`config.mk`:
```
export PLATFORM = sky130hd
export DESIGN_NAME = encoder8x3_pend
export DESIGN_NICKNAME = d
export VERILOG_FILES = /design/src/rtl/encoder8x3_pend.sv
export SDC_FILE = /design/constraint.sdc
export NUM_CORES = 1
export LEC_CHECK = 0
export BUFFER_PORTS_ARGS = -buffer_cell sky130_fd_sc_hd__buf_2
export CAP_MARGIN = 25
export CORE_AREA = 3 3 47 49
export CTS_CLUSTER_SIZE = 8
export DETAILED_ROUTE_END_ITERATION = 8
export DIE_AREA = 0 0 50 52
export PLACE_DENSITY_LB_ADDON = 0.3
export SYNTH_ARGS = -nofsm -noshare
export SYNTH_HDL_FRONTEND = slang
export SYNTH_SLANG_ARGS = --single-unit
```
`constraint.sdc`:
```
create_clock -name clk -period 1.5 [get_ports clk]
set_clock_uncertainty 0.15 [all_clocks]
set_input_delay 0.075 -clock clk [delete_from_list [all_inputs] [get_ports clk]]
set_output_delay 0.075 -clock clk [all_outputs]
set_load 0.05 [all_outputs]
```
`src/rtl/encoder8x3_pend.sv`:
```
// Registered 8-to-3 priority encoder with sticky request capture.
// Requests latch into pend; the winning index is offered on y via valid/ready.
module encoder8x3_pend #(
   parameter bit HIGH_FIRST = 1'b1
) (
   input  logic       clk,
   input  logic       rst_n,
   input  logic       en,
   input  logic [7:0] d,
   input  logic       clr,
   input  logic       ready,
   output logic [2:0] y,
   output logic       valid,
   output logic [7:0] pend,
   output logic       overrun
);

   typedef enum logic {IDLE = 1'b0, PRESENT = 1'b1} state_t;

   state_t     state_reg, state_next;
   logic [7:0] pend_reg, pend_next;
   logic [2:0] y_reg, y_next;
   logic       overrun_reg, overrun_next;

   logic       ack;
   logic [7:0] ack_mask;
   logic [7:0] req_in;
   logic [7:0] hit;
   logic [2:0] prio_idx;
   logic       prio_any;

   assign ack    = valid & ready;
   assign req_in = en ? d : 8'h00;

   // Per-bit clear mask for the accepted index and per-bit overrun detection;
   // a re-request of the bit being accepted is not an overrun.
   generate
      for (genvar gi = 0; gi < 8; gi++) begin : g_bit
         assign ack_mask[gi] = ack && (y_reg == 3'(gi));
         assign hit[gi]      = req_in[gi] & pend_reg[gi] & ~ack_mask[gi];
      end
   endgenerate

   always_comb begin
      prio_idx = 3'd0;
      prio_any = |pend_reg;
      if (HIGH_FIRST) begin
         for (int i = 0; i < 8; i++)
            if (pend_reg[i]) prio_idx = 3'(i);
      end else begin
         for (int i = 7; i >= 0; i--)
            if (pend_reg[i]) prio_idx = 3'(i);
      end
   end

   always_comb begin
      pend_next    = (pend_reg & ~ack_mask) | req_in;
      overrun_next = overrun_reg | (|hit);
      y_next       = y_reg;
      if (clr) begin
         pend_next    = 8'h00;
         overrun_next = 1'b0;
      end else if (state_reg == IDLE && prio_any) begin
         y_next = prio_idx;
      end
   end

   always_ff @(posedge clk or negedge rst_n) begin
      if (!rst_n) begin
         state_reg <= IDLE;
      end else begin
         state_reg <= state_next;
      end
   end

   always_comb begin
      state_next = state_reg;
      if (clr) begin
         state_next = IDLE;
      end else begin
         case (state_reg)
            IDLE:    if (prio_any) state_next = PRESENT;
            PRESENT: if (ready)    state_next = IDLE;
            default: state_next = IDLE;
         endcase
      end
   end

   always_comb begin
      valid = (state_reg == PRESENT);
   end

   always_ff @(posedge clk or negedge rst_n) begin
      if (!rst_n) begin
         pend_reg    <= 8'h00;
         y_reg       <= 3'd0;
         overrun_reg <= 1'b0;
      end else begin
         pend_reg    <= pend_next;
         y_reg       <= y_next;
         overrun_reg <= overrun_next;
      end
   end

   assign y       = y_reg;
   assign pend    = pend_reg;
   assign overrun = overrun_reg;

endmodule
```
=== After elaboration in Yosys (flattened, before gate mapping) ===
Cells that the tools add are included.

* Equal/unequal tests: 7
* Multiplexer cells: 14
* Bitwise operators: 31
* Reductions and logical operators: 13

{| class="wikitable"
|+ Operator list
! operator !! count
|-
| 2-to-1 mux 3 bit || 6
|-
| bitwise AND 1 bit || 17
|-
| 2-to-1 mux 8 bit || 2
|-
| OR reduction 8 bit || 2
|-
| == test 3 bit (second input constant) || 4
|-
| NOT 1 bit || 10
|-
| logical AND 1 bit || 9
|-
| bitwise AND 8 bit || 1
|-
| NOT 8 bit || 1
|-
| OR 8 bit || 1
|-
| == test 3 x 2 -> 1 bit (second input constant) || 2
|-
| 2-to-1 mux 1 bit || 5
|-
| == test 3 x 1 -> 1 bit (second input constant) || 1
|-
| zero test 3 bit || 1
|-
| one-hot mux 1 bit (2 select lines) || 1
|-
| AND reduction 2 bit || 1
|-
| OR 1 bit || 1
|}

* Flip-flop bits (word level): 13
* Bits of input ports: 13
* Output and inout port bits: 13

=== Longest topological paths before layout ===
* Word-level depth: 7
* Mapped depth: 5

=== Worst setup path after synthesis ===
Ideal clock, no wire load.

* Kind: register to register
* Start: reg state_reg (netlist: valid)
* End: reg overrun_reg (netlist: overrun)
* Arrival: 1.489 ns
* Path slack: -0.284 ns
* Stages on the path, launching flop included: 6
* Buffers on the path: 1
* Period minus slack after synthesis: 1.784 ns
* Cells stage by stage: dfrtp_1 -> and3_1 -> buf_4 -> a31oi_1 -> nor4_1 -> a41oi_1

* Word-level cells in the longest chain between the ends: 7

{| class="wikitable"
|+ RTL lines
! element !! line !! source
|-
| start, declared || 20 || <nowiki>state_t state_reg, state_next;</nowiki>
|-
| start signal, assigned || 72 || <nowiki>state_reg <= state_next;</nowiki>
|-
| bitwise AND 1 bit (*) || 32 || <nowiki>assign ack = valid & ready;</nowiki>
|-
| logical AND 1 bit || 39 || <nowiki>assign ack_mask[gi] = ack && (y_reg == 3'(gi));</nowiki>
|-
| NOT 1 bit || 40 || <nowiki>assign hit[gi] = req_in[gi] & pend_reg[gi] & ~ack_mask[gi];</nowiki>
|-
| bitwise AND 1 bit || 40 ||
|-
| OR reduction 8 bit (*) || 58 || <nowiki>overrun_next = overrun_reg | (|hit);</nowiki>
|-
| OR 1 bit (*) || 58 ||
|-
| 2-to-1 mux 1 bit (*) || 60 || <nowiki>if (clr) begin</nowiki>
|-
| via overrun_next || 23 || <nowiki>logic overrun_reg, overrun_next;</nowiki>
|-
| end signal, assigned || 101 || <nowiki>overrun_reg <= overrun_next;</nowiki>
|-
| end, declared || 23 ||
|}

The timed path passes the listed nets; every way through them passes the cells marked *.
A chain may end at the register's enable or synchronous reset.

=== Final worst setup path ===
* Start: reg pend_reg[4] (netlist: pend[4])
* End: reg y_reg[1] (netlist: y[1])

* Word-level cells in the longest chain between the ends: 4

{| class="wikitable"
|+ RTL lines
! element !! line !! source
|-
| start, declared || 21 || <nowiki>logic [7:0] pend_reg, pend_next;</nowiki>
|-
| start signal, assigned || 99 || <nowiki>pend_reg <= pend_next;</nowiki>
|-
| 2-to-1 mux 3 bit (4 in series) || 49 || <nowiki>if (pend_reg[i]) prio_idx = 3'(i);</nowiki>
|-
| end signal, assigned || 100 || <nowiki>y_reg <= y_next;</nowiki>
|-
| end, declared || 22 || <nowiki>logic [2:0] y_reg, y_next;</nowiki>
|}

Parallel ways exist; a longest one is shown, timed or not.

==> out/summary.log <==
INFO  routing        avgRoutedWirePerCell=14.72µm
INFO  sta            timing.final.hold_violations=0
INFO  worst_setup_path worstSetupEndpoint=y[1]
INFO  logic_synthesis ys_seq_elements=13
INFO  floorplanning  core_region_area=1902µm²
INFO  finish         final_layout_size_suffix_gt1_share=45.80%
INFO  worst_setup_path r2r-start=pend[4]
INFO  routing        number_of_drc_violations_after_detailed_routing=0
INFO  sta            fin_ws=0.009428ns
INFO  finish         nets=145
INFO  routing        dr.first_iter.drc_count=29
INFO  worst_setup_path cp_arrival=1.48ns
INFO  grt            global_route.overflow_total=0
INFO  sta            fmax=0.6709GHz
INFO  worst_setup_path worstSetupPathType=flip-flop to flip-flop
INFO  placement      dp_worst_setup_slack=-0.03692ns
INFO  floorplanning  die_area=2600µm²
INFO  worst_setup_path peak_fanout_along_the_critical_path=6
INFO  routing        detail_route.vias_per_cell=5.253
INFO  worst_setup_path reg2reg_setup_slack=0.009ns
INFO  floorplanning  die-width=50µm
INFO  cts            tritoncts.num_buffers=3
INFO  min_path       whs_path_depth=3
INFO  grt            first_global_vias=759
INFO  grt            grtUsageTotal=17.63%
INFO  logic_synthesis postSynthNetCount=96
INFO  sta            setup-tns-final=0ns
INFO  cts            clk-insertion-delay-late=0.28ns
INFO  logic_synthesis synth.yosys.seq_area_share=45.61%
INFO  floorplanning  top_level_i_o_count=26
INFO  routing        drtAntennaViolNets=0
INFO  sta            setup_viol=0
INFO  grt            initial_antenna_violation_count=0
INFO  routing        detailroute.via_count=830
INFO  placement      routabilityCongestion=0.8694
INFO  sta            layout_worst_path_cycle_share=99.37%
INFO  sta            min_cycle_time_layout=1.491ns
INFO  grt            wire_length_of_the_first_global_routing_pass=3477µm
INFO  power_and_ir_drop cellPowerDensity=1076nW/µm²
INFO  placement      placement.io_buffers=25
INFO  power_and_ir_drop vdd_ir_drop_max=0.0005521V
INFO  finish         n_antenna_cell=0
INFO  worst_setup_path critical_path.startpoint=pend[4]
INFO  floorplanning  std_cell_rows=16
INFO  status         run_status=finished, final reports clean
INFO  worst_setup_path timing.rr.end=y[1]
INFO  sta            slew_headroom=74.25%
INFO  cts            clockBufferDepth=2
INFO  flow_run       max-cap-violations=0
INFO  grt            maximum_number_of_pins_on_one_net_before_global_route_repair=14
INFO  cts            clock_pin_slew_worst_setup_and_hold_paths=0.09ns
INFO  logic_synthesis synth.distinct_cells=23
INFO  finish         synthesis_to_finish_area_growth=58.60%
INFO  cts            h-tree-depth=1
INFO  floorplanning  initial_core_util=37.50%
INFO  sta            grt_setup_unrepaired=yes
INFO  min_path       timing.hold.worst.class=input pin to flip-flop
INFO  worst_setup_path critPathCaptureType=flip-flop
INFO  floorplanning  floorplan.die.height=52µm
INFO  power_and_ir_drop power_leakage=0.5060nW
INFO  routing        drt-total-wl=2325µm
INFO  finish         largest_register_ff_count=8
INFO  sta            final_count_of_pins_violating_max_slew=0
INFO  logic_synthesis syn_area_per_cell=8.593µm²
INFO  sta            worstMarginPinSlew=0.3834ns
INFO  worst_setup_path worstRegToRegCells=4
INFO  cts            clock_tree.root_cell=sky130_fd_sc_hd__clkbuf_4
INFO  logic_synthesis syn-instance-count=83
INFO  logic_synthesis synth_area=713.2µm²
INFO  worst_setup_path timing.critical_path.required=1.49ns
INFO  routing        detailedRoute.firstPassIterationCount=4
INFO  cts            cts_sinks=13
INFO  cts            tritoncts=built
INFO  logic_synthesis yosysWarnings=0
INFO  placement      hpwlAfterDp=1521µm
INFO  worst_setup_path critical_path_source_type=flip-flop
worst max-delay path, cell delays in order, from the launching register on:
cell	delay, ns
sky130_fd_sc_hd__dfrtp_2	0.46
sky130_fd_sc_hd__nor4_4	0.43
sky130_fd_sc_hd__a211oi_4	0.15
sky130_fd_sc_hd__nor2_1	0.11
sky130_fd_sc_hd__a31oi_1	0.05
layer usage:
layer | track usage [%] | wire length, µm | part of all wire [%]
met1 | 22.50 | 1011 | 43
met4 | 5.991 | 44 | 1.9
met5 | 0 | 0 | 0
met3 | 3.152 | 108 | 4.6
met2 | 29.78 | 1161 | 50
how the worst min path moves through the flow:
stage / startpoint / to / slack, ns
final: en / pend[7] / 0.02
after global routing: en / pend[7] / 0.06
after CTS: en / pend[7] / 0.03
after detailed placement: rst_n / overrun / -0.16
after global placement: rst_n / overrun / -0.17
after floorplan: rst_n / overrun / -0.37
synth_stat cells, drive strengths merged:
library cell	n	area share, %
nor2	16	8.4
dfrtp	13	46
nand2	12	6.3
a22oi	7	7.4
a21oi	6	4.2
a31oi	4	3.5
buf	4	4.0
nand3	3	2.1
nor4	3	3.5
o21bai	3	3.2
a211oi	2	2.8
inv	2	1.1
nor2b	2	1.8
a311oi	1	1.2
a41oi	1	1.2
and3	1	0.88
and3b	1	1.2
nand2b	1	0.88
o21ai	1	0.70
stage by stage:
stage                     total power [mW]  hold WS (ns)  utilization [%]  std cells  cell area (µm²)
after floorplan                     0.7630       -0.3706                -         83            749.5
after global placement              0.9179       -0.1680            49.47        140            940.9
after detailed placement            0.9262       -0.1634            49.47        140            940.9
after CTS                            1.173       0.03326            56.71        155             1079
after global routing                 1.274       0.06323            59.47        158             1131
final                                1.217       0.02247            59.47        158             1131
cells in the final DEF, fill, tap and decap left out:
master	count
sky130_fd_sc_hd__buf_2	25
sky130_fd_sc_hd__nor2_1	16
sky130_fd_sc_hd__nand2_1	12
sky130_fd_sc_hd__dfrtp_2	12
sky130_fd_sc_hd__buf_4	12
sky130_fd_sc_hd__dlygate4sd3_1	11
sky130_fd_sc_hd__a22oi_1	7
sky130_fd_sc_hd__a21oi_1	5
sky130_fd_sc_hd__a31oi_1	4
sky130_fd_sc_hd__nand3_1	3
sky130_fd_sc_hd__o21bai_1	3
sky130_fd_sc_hd__clkbuf_4	3
sky130_fd_sc_hd__nor4_4	2
sky130_fd_sc_hd__inv_1	2
sky130_fd_sc_hd__nor2b_2	1
sky130_fd_sc_hd__and3_2	1
sky130_fd_sc_hd__and3b_2	1
sky130_fd_sc_hd__nor2b_1	1
sky130_fd_sc_hd__a211oi_1	1
sky130_fd_sc_hd__a21oi_2	1
sky130_fd_sc_hd__nor4_2	1
sky130_fd_sc_hd__a311oi_1	1
sky130_fd_sc_hd__a41oi_1	1
sky130_fd_sc_hd__a211oi_4	1
sky130_fd_sc_hd__o21ai_0	1
sky130_fd_sc_hd__nand2b_1	1
sky130_fd_sc_hd__clkbuf_1	1
sky130_fd_sc_hd__dfrtp_1	1
cell families after synthesis:
group / Yosys count / share of synthesized area (%)
compound gates: 25 / 24.21
buf+inv: 6 / 5.088
simple gates: 39 / 25.09
flops: 13 / 45.61
cell type report:
type,instances,area (µm²)
clock buffers,4,26.28
repair buffers,48,325.3
flip-flops and latches,13,340.3
multi-input cells,64,397.9
fillers,159,770.7
inverters,2,7.507
well taps,27,33.78
where the power goes:
part / total [mW] / switching (mW) / internal, mW / leakage, nW
combinational: 0.529 / 0.332 / 0.197 / 0.343
clock: 0.230 / 0.127 / 0.103 / 0.0150
sequential: 0.457 / 0.0562 / 0.401 / 0.148
timing repair:
action	CTS	global route
setup endpoints to repair	1	4
hold buffers	11	0
pin swaps	0	4
resized for setup	1	6
setup buffers	0	3
cloned	0	0
endpoints found under the hold margin	23	0
Power figures use the tool's default switching activity.
